--- src/rtl/bp_stall_counter_reader.sv ---
// bp_stall_counter_reader
//
// Takes a snapshot of a bank of live stall counters on request and streams it
// out over a valid/ready interface. Each stream is one header word followed by
// one word per counter, in index order:
//   header = {8'hA5, seq, els_p[15:0]}, zero-extended to width_p
// seq counts completed snapshots and wraps at 256. A request that arrives while
// a stream is in flight is dropped, and the sticky overrun flag records it.
//
// Ports
//   clk_i            clock
//   reset_n_i        asynchronous active-low reset
//   counters_i       live counters, counter k at [k*width_p +: width_p]
//   snap_req_i       snapshot request (accepted only while idle)
//   busy_o           a stream is in progress
//   data_o           stream word
//   v_o              data_o is valid
//   ready_and_i      consumer accepts data_o
//   done_o           one-cycle pulse after the last word is accepted
//   overrun_o        sticky: a request was dropped while busy
//   clear_overrun_i  clears overrun_o (a same-cycle set takes priority)
//   seq_o            number of completed snapshots, modulo 256

module bp_stall_counter_reader #(
  parameter int unsigned width_p = 32,
  parameter int unsigned els_p   = 40
) (
  input  logic                     clk_i,
  input  logic                     reset_n_i,
  input  logic [els_p*width_p-1:0] counters_i,
  input  logic                     snap_req_i,
  output logic                     busy_o,
  output logic [width_p-1:0]       data_o,
  output logic                     v_o,
  input  logic                     ready_and_i,
  output logic                     done_o,
  output logic                     overrun_o,
  input  logic                     clear_overrun_i,
  output logic [7:0]               seq_o
);

  // A single-counter configuration still needs a 1-bit index.
  localparam int unsigned    IdxW     = (els_p > 1) ? $clog2(els_p) : 1;
  localparam logic [IdxW-1:0] LastIdx = IdxW'(els_p - 1);
  localparam logic [15:0]    ElsField = 16'(els_p);

  typedef enum logic [1:0] {
    StIdle,
    StHdr,
    StData
  } state_e;

  state_e             state_q, state_d;
  logic [IdxW-1:0]    idx_q, idx_d;
  logic [7:0]         seq_q, seq_d;
  logic               done_q, done_d;
  logic               overrun_q, overrun_d;
  logic [width_p-1:0] snap_q [els_p];

  logic handshake;
  logic accept;
  logic last_word;

  // v_o depends on state only, so handshake never feeds back into v_o/data_o.
  assign handshake = v_o & ready_and_i;
  assign accept    = (state_q == StIdle) & snap_req_i;
  assign last_word = (state_q == StData) & handshake & (idx_q == LastIdx);

  //--------------------------------------------------------------------------
  // FSM: state register
  //--------------------------------------------------------------------------
  always_ff @(posedge clk_i or negedge reset_n_i) begin
    if (!reset_n_i) begin
      state_q <= StIdle;
    end else begin
      state_q <= state_d;
    end
  end

  //--------------------------------------------------------------------------
  // FSM: next state
  //--------------------------------------------------------------------------
  always_comb begin
    state_d = state_q;
    unique case (state_q)
      StIdle: begin
        if (snap_req_i) begin
          state_d = StHdr;
        end
      end
      StHdr: begin
        if (handshake) begin
          state_d = StData;
        end
      end
      StData: begin
        if (handshake && (idx_q == LastIdx)) begin
          state_d = StIdle;
        end
      end
      default: state_d = StIdle;
    endcase
  end

  //--------------------------------------------------------------------------
  // FSM: outputs
  //--------------------------------------------------------------------------
  always_comb begin
    busy_o = (state_q != StIdle);
    v_o    = (state_q != StIdle);
    data_o = '0;
    unique case (state_q)
      StIdle: data_o = '0;
      StHdr:  data_o = width_p'({8'hA5, seq_q, ElsField});
      StData: begin
        // Explicit mux keeps the read in range for non-power-of-two els_p.
        for (int k = 0; k < int'(els_p); k++) begin
          if (idx_q == IdxW'(k)) begin
            data_o = snap_q[k];
          end
        end
      end
      default: data_o = '0;
    endcase
  end

  //--------------------------------------------------------------------------
  // Datapath next state
  //--------------------------------------------------------------------------
  always_comb begin
    idx_d = idx_q;
    if ((state_q == StHdr) && handshake) begin
      idx_d = '0;
    end else if ((state_q == StData) && handshake && (idx_q != LastIdx)) begin
      idx_d = idx_q + 1'b1;
    end
  end

  always_comb begin
    seq_d  = last_word ? seq_q + 8'd1 : seq_q;
    done_d = last_word;
  end

  // Set has priority over clear so a dropped request is never lost.
  always_comb begin
    overrun_d = overrun_q;
    if (snap_req_i && busy_o) begin
      overrun_d = 1'b1;
    end else if (clear_overrun_i) begin
      overrun_d = 1'b0;
    end
  end

  //--------------------------------------------------------------------------
  // Datapath registers
  //--------------------------------------------------------------------------
  always_ff @(posedge clk_i or negedge reset_n_i) begin
    if (!reset_n_i) begin
      idx_q     <= '0;
      seq_q     <= '0;
      done_q    <= 1'b0;
      overrun_q <= 1'b0;
    end else begin
      idx_q     <= idx_d;
      seq_q     <= seq_d;
      done_q    <= done_d;
      overrun_q <= overrun_d;
    end
  end

  // Snapshot is loaded only on the idle-accept edge; the stream reads from
  // here, so later changes on counters_i cannot leak into it.
  always_ff @(posedge clk_i or negedge reset_n_i) begin
    if (!reset_n_i) begin
      for (int k = 0; k < int'(els_p); k++) begin
        snap_q[k] <= '0;
      end
    end else if (accept) begin
      for (int k = 0; k < int'(els_p); k++) begin
        snap_q[k] <= counters_i[k*width_p +: width_p];
      end
    end
  end

  assign done_o    = done_q;
  assign overrun_o = overrun_q;
  assign seq_o     = seq_q;

  //--------------------------------------------------------------------------
  // Interface properties
  //--------------------------------------------------------------------------
  // Offered word holds until it is taken.
  a_stable_until_hs : assert property (
    @(posedge clk_i) disable iff (!reset_n_i)
    (v_o && !ready_and_i) |=> (v_o && $stable(data_o))
  );

  a_idx_in_range : assert property (
    @(posedge clk_i) disable iff (!reset_n_i)
    idx_q <= LastIdx
  );

  a_done_single : assert property (
    @(posedge clk_i) disable iff (!reset_n_i)
    done_o |=> !done_o
  );

  a_no_valid_idle : assert property (
    @(posedge clk_i) disable iff (!reset_n_i)
    (state_q == StIdle) |-> !v_o
  );

endmodule

--- config.mk ---
export PLATFORM = sky130hd
export DESIGN_NAME = bp_stall_counter_reader
export DESIGN_NICKNAME = d
export VERILOG_FILES = /design/src/rtl/bp_stall_counter_reader.sv
export SDC_FILE = /design/constraint.sdc
export NUM_CORES = 2
export LEC_CHECK = 0
export BUFFER_PORTS_ARGS = -buffer_cell sky130_fd_sc_hd__buf_2
export CAP_MARGIN = 25
export CORE_AREA = 2 2 519 521
export CTS_BUF_LIST = sky130_fd_sc_hd__clkbuf_4
export DETAILED_ROUTE_END_ITERATION = 6
export DIE_AREA = 0 0 521 523
export HOLD_SLACK_MARGIN = 0.08
export MAX_ROUTING_LAYER = met4
export PLACE_DENSITY = 0.42
export SETUP_SLACK_MARGIN = 0.05
export SLEW_MARGIN = 20
export SYNTH_ARGS = -nofsm -noshare
export SYNTH_HDL_FRONTEND = slang
export SYNTH_SLANG_ARGS = --single-unit
--- constraint.sdc ---
create_clock -name clk_i -period 2.56 [get_ports clk_i]
set_input_delay 0.128 -clock clk_i [delete_from_list [all_inputs] [get_ports clk_i]]
set_output_delay 0.128 -clock clk_i [all_outputs]
set_load 0.1 [all_outputs]
==> results.toml, run 1 <==
[clock_tree]
cts.sinks = 1298
cts_buffer_depth = 4
holdBufCountCts = 2227
post_cts_resize_count = 585
htreeDepth = 5
cts_buffers = 382
root_buffer = "clkbuf_4"
postCtsSetupBuffers = 105

[synthesis]
synth.avg_cell_area_sq_um = 12.7
synth_top_area_cell = "dfrtp_1"
syn-cell-area_sq_um = 59300
synth_top_area_share_pct = 54.8
netlist-cell-type-count = 88
ys_ff_latch = 1298
yosysSeqAreaShare_pct = 54.8
synth_cells = 4674
async_flop_share_pct = 100
ys_top_cells_by_count = "dfrtp_1, mux2_2, nand2_1"
synth-edff-count = 0
synth_most_common_cell = "dfrtp_1"
synth_fp_nets = 5967
synth-main-ff-cell = "dfrtp_1"
yosysWarningCount = 0
yosys-top-cells-area = "dfrtp_1, mux2_2, a221oi_1"

[floorplan]
start_util_pct = 22.2
fp-row-count = 190
die_width_um = 521
io_pins = 1329
die_y_um = 523

[placement]
dp_slack_ns = -2.13
dp_hpwl_um = 330000
portBuffers = 1328
place.gp.congestion = 0.956

[outcome]
error = "[ERROR RSZ-0060] Max buffer count reached."
stop_stage = "clock tree synthesis"
status = "aborted with a tool error"
-- stage by stage --
| stage | instance area, sq um | std cells |
|---|---|---|
| 3_5_place_dp | 80500 | 10400 |
| 3_3_place_gp | 80500 | 10400 |
| 2_1_floorplan | 59800 | 4674 |
-- cell families after synthesis --
logic type	share of synthesized area (%)
buffers and inverters	2.56
flip-flops	54.8
adder cells (fa/ha/maj)	0.169
AND/OR/NAND/NOR	5.68
multiplexers	24.4
XOR/XNOR	0.103
AO/OA/AOI/OAI	12.3
==> run 2, diff against run 1 <==
- CORE_AREA: 2 2 519 521 -> not set
- CORE_MARGIN: not set -> 2
- CORE_UTILIZATION: not set -> 20
- CTS_BUF_LIST: sky130_fd_sc_hd__clkbuf_4 -> not set
- DIE_AREA: 0 0 521 523 -> not set
- HOLD_SLACK_MARGIN: 0.08 -> not set
- MAX_ROUTING_LAYER: met4 -> not set
- PLACE_DENSITY: 0.42 -> not set
- PLACE_DENSITY_LB_ADDON: not set -> 0.15
- SETUP_SLACK_MARGIN: 0.05 -> not set
- clock period: 2.56 -> 3.3 ns (I/O delays scaled with it)
==> run 2 against run 1 <==
The flow now finishes, with violations (negative setup slack); synthesized cell count unchanged; synthesized area unchanged.
==> results.toml, run 2 <==
[final_layout]
largest_register_ffs = 1280
fin_util_pct = 35.3
layout-drive-gt1-share_pct = 53.8
multiInputGateArea_sq_um = 28500
fillers = 29400
top_register = "snap_q"
finalInstanceArea_sq_um = 104000
final_common_cell = "buf_2"
register_area_sq_um = 32500
layout_common_cells = "buf_2, dfrtp_1, dlygate4sd3_1"
fin_nets = 9663
area_delta_synth_final_pct = 75.2

[grt]
overflow = 0
grt_pass1_vias = 62100
grt_max_degree = 113
grt_usage_pct = 27.6
antenna_found_initial = 139
grt_pass1_wl_um = 561000

[critical_path]
critPathLaunchType = "flop"
critical_path.slowest_cell = "a222oi_1"
timing.setup.critical_path_class = "reg2out"
worst_ep_required_time_ns = 3.13
worstPathArrival_ns = 4.67
cp_slowest_stage_delay_ns = 0.80
cp_cell_sequence = "buf_6 > buf_6 > ha_4 > buf_8 > nand2_4 > buf_6 > nor2_4 > buf_12 > buf_6 > a222oi_1 > buf_4 > a21boi_4 > or4b_4 > a211oi_4 > nor2_4 > buf_12"
critPathCaptureType = "output port"
cp_common_cell = "buf_6"
critPathMaxFanout = 6
critPathTopFamily = "compound AO/OA/AOI/OAI gates"
path_buf_inv = 8

[synthesis]
synth-simple-area-share_pct = 5.68
netlist-cell-type-count = 88
yosysWarningCount = 0
synth-main-ff-cell = "dfrtp_1"
synth_top_family_by_area = "multiplexers"
ys_top_cells_by_count = "dfrtp_1, mux2_2, nand2_1"
synth_top_area_share_pct = 54.8
synth_xor_area_share_pct = 0.103
ys_ff_latch = 1298
synth_fp_nets = 5967
synthMuxAreaShare_pct = 24.4
synth_top_area_cell = "dfrtp_1"
synthAdderAreaFrac_pct = 0.169
yosysSeqAreaShare_pct = 54.8
synth-edff-count = 0
yosys-top-cells-area = "dfrtp_1, mux2_2, a221oi_1"
synth_most_common_cell = "dfrtp_1"
synth.avg_cell_area_sq_um = 12.7
synth_cells = 4674
async_flop_share_pct = 100
synth_compound_area_share_pct = 12.3
syn-cell-area_sq_um = 59300

[timing]
rsz0062_at_grt = "true"
setup_viol_count_final = 32
worst_slack_ns = -1.53
fin_crit_ns = 4.83
slew_viol_final = 0
slew_headroom_pct = 32.5
fin_crit_sh_pct = 146
skew_ns = 0.0600
worst_pin_slew_ns = 1.00
hold_violations = 0
max_freq_mhz = 207
setup_tns_ns = -38.86

[placement]
portBuffers = 1328
dp_hpwl_um = 349000
place.gp.congestion = 0.916
placed_area_sq_um = 81100

[pwr]
powerDensity_nw_per_um2 = 724
p_comb_share_pct = 32.7
p_switching_mw = 26.3
switching_share_pct = 35.0
p_seq_share_pct = 41.6
p_leak_nw = 45.4
pwr-share-clk_pct = 25.7
peakVddDrop_v = 0.000361
p_int_mw = 48.8

[routing]
wl_met2_um = 202000
viasPerCell = 4.70
drt_iter0_drc = 4056
met1Wirelength_um = 184000
wire_per_inst_um = 34.3
routed_wl_um = 428000
drt_first_pass_iters = 6
vias = 58700
ant_nets = 0
wl_met3_um = 19900
drc = 0
routed.top_layer = "met5"

[clock_tree]
cts_tree = "done"
cts.sinks = 1298
clkLatencyLatePin_ns = 0.87
htreeDepth = 4
clk_pin_slew_ns = 0.06
root_buffer = "clkbuf_16"
cts_buffers = 169
cts_buffer_depth = 4

[floorplan]
fp-row-count = 199
start_util_pct = 20.1
die_y_um = 548
io_pins = 1329
fp.dieArea_sq_um = 301000
die_width_um = 548
core_sq_um = 294000

[outcome]
status = "finished, violations left"
violations = "negative setup slack"

[worst_hold_path]
min_path_type = "in2reg"

[job]
maxCapViolations = 0
## run 2: cell counts after synthesis
Identical to the previous run, type by type.
## run 2: logic make-up after synthesis
group / Yosys count
compound gates: 1019
simple gates: 705
xor+xnor: 7
flops: 1298
fa+ha+maj: 8
mux: 1283
buf+inv: 354
## run 2: power groups by stage
stage	registers, mW	clock network, mW	logic (mW)
after CTS	30.9	19.8	24.4
after global routing	31.8	20.4	26.1
after detailed placement	31.0	0	22.3
final	31.3	19.3	24.6
after global placement	30.9	0	22.0
after floorplan	27.1	0	13.0
## run 2: final timing paths
kind / startpoint / to / slack (ns) / depth (start not counted)
worst max-delay path: idx_q[0] / data_o[10] / -1.53 / 16
max in group asynchronous: reset_n_i / snap_q[276] / 1.75 / 5
worst min-delay path: counters_i[397] / snap_q[877] / 0.07 / 3
worst min register to register: snap_q[979] / snap_q[979] / 0.50 / 1
worst max register to register: idx_q[5] / seq_o[7] / 0.47 / 12
min in group asynchronous: reset_n_i / snap_q[1067] / 0.51 / 3
## run 2: metal layers
layer  vias to the layer above  track usage [%]
li1                      25200                -
met1                     30300             35.6
met2                      2382             46.1
met3                       767             3.65
met4                        48             11.7
met5                         -                0
## run 2: repair_timing
item | 4_1_cts | 5_1_grt
endpoints found under the hold margin | 1996 | 0
setup buffers | 45 | 62
gates resized for setup | 409 | 286
hold buffers | 1291 | 0
setup endpoints to repair | 32 | 32
pin swaps | 83 | 146
## run 2: final cells by class
class	count	share of cell area (%)
diodes	77	0.186
multi-input cells	3022	27.4
well taps	3919	4.72
flip-flops and latches	1298	31.3
clock inverters	48	0.624
clock buffers	249	4.82
repair buffers	3867	30.9
inverters	12	0.0434
## run 2: worst register-to-register path: stages, from the launching register on
cell     delay (ns)
dfrtp_2        0.48
buf_2          0.23
buf_4          0.17
nor3b_2        0.28
buf_4          0.18
buf_4          0.13
nand2_2        0.11
buf_4          0.20
buf_4          0.16
nor3_2         0.20
and4_1         0.28
nand3_1        0.12
xnor2_1        0.14
## run 2: through the flow
stage               hold WS [ns]  std cells  setup WS (ns)  total power [mW]
floorplan                 -0.131       4674         -0.396              40.1
global placement           0.143      10800          -2.19              52.9
detailed placement         0.148      10800          -1.75              53.2
CTS                     0.000967      12400          -1.71              75.1
global route              0.0523      12500          -1.54              78.2
finish                    0.0676      12500          -1.53              75.2
(Power assumes the default switching activity.)
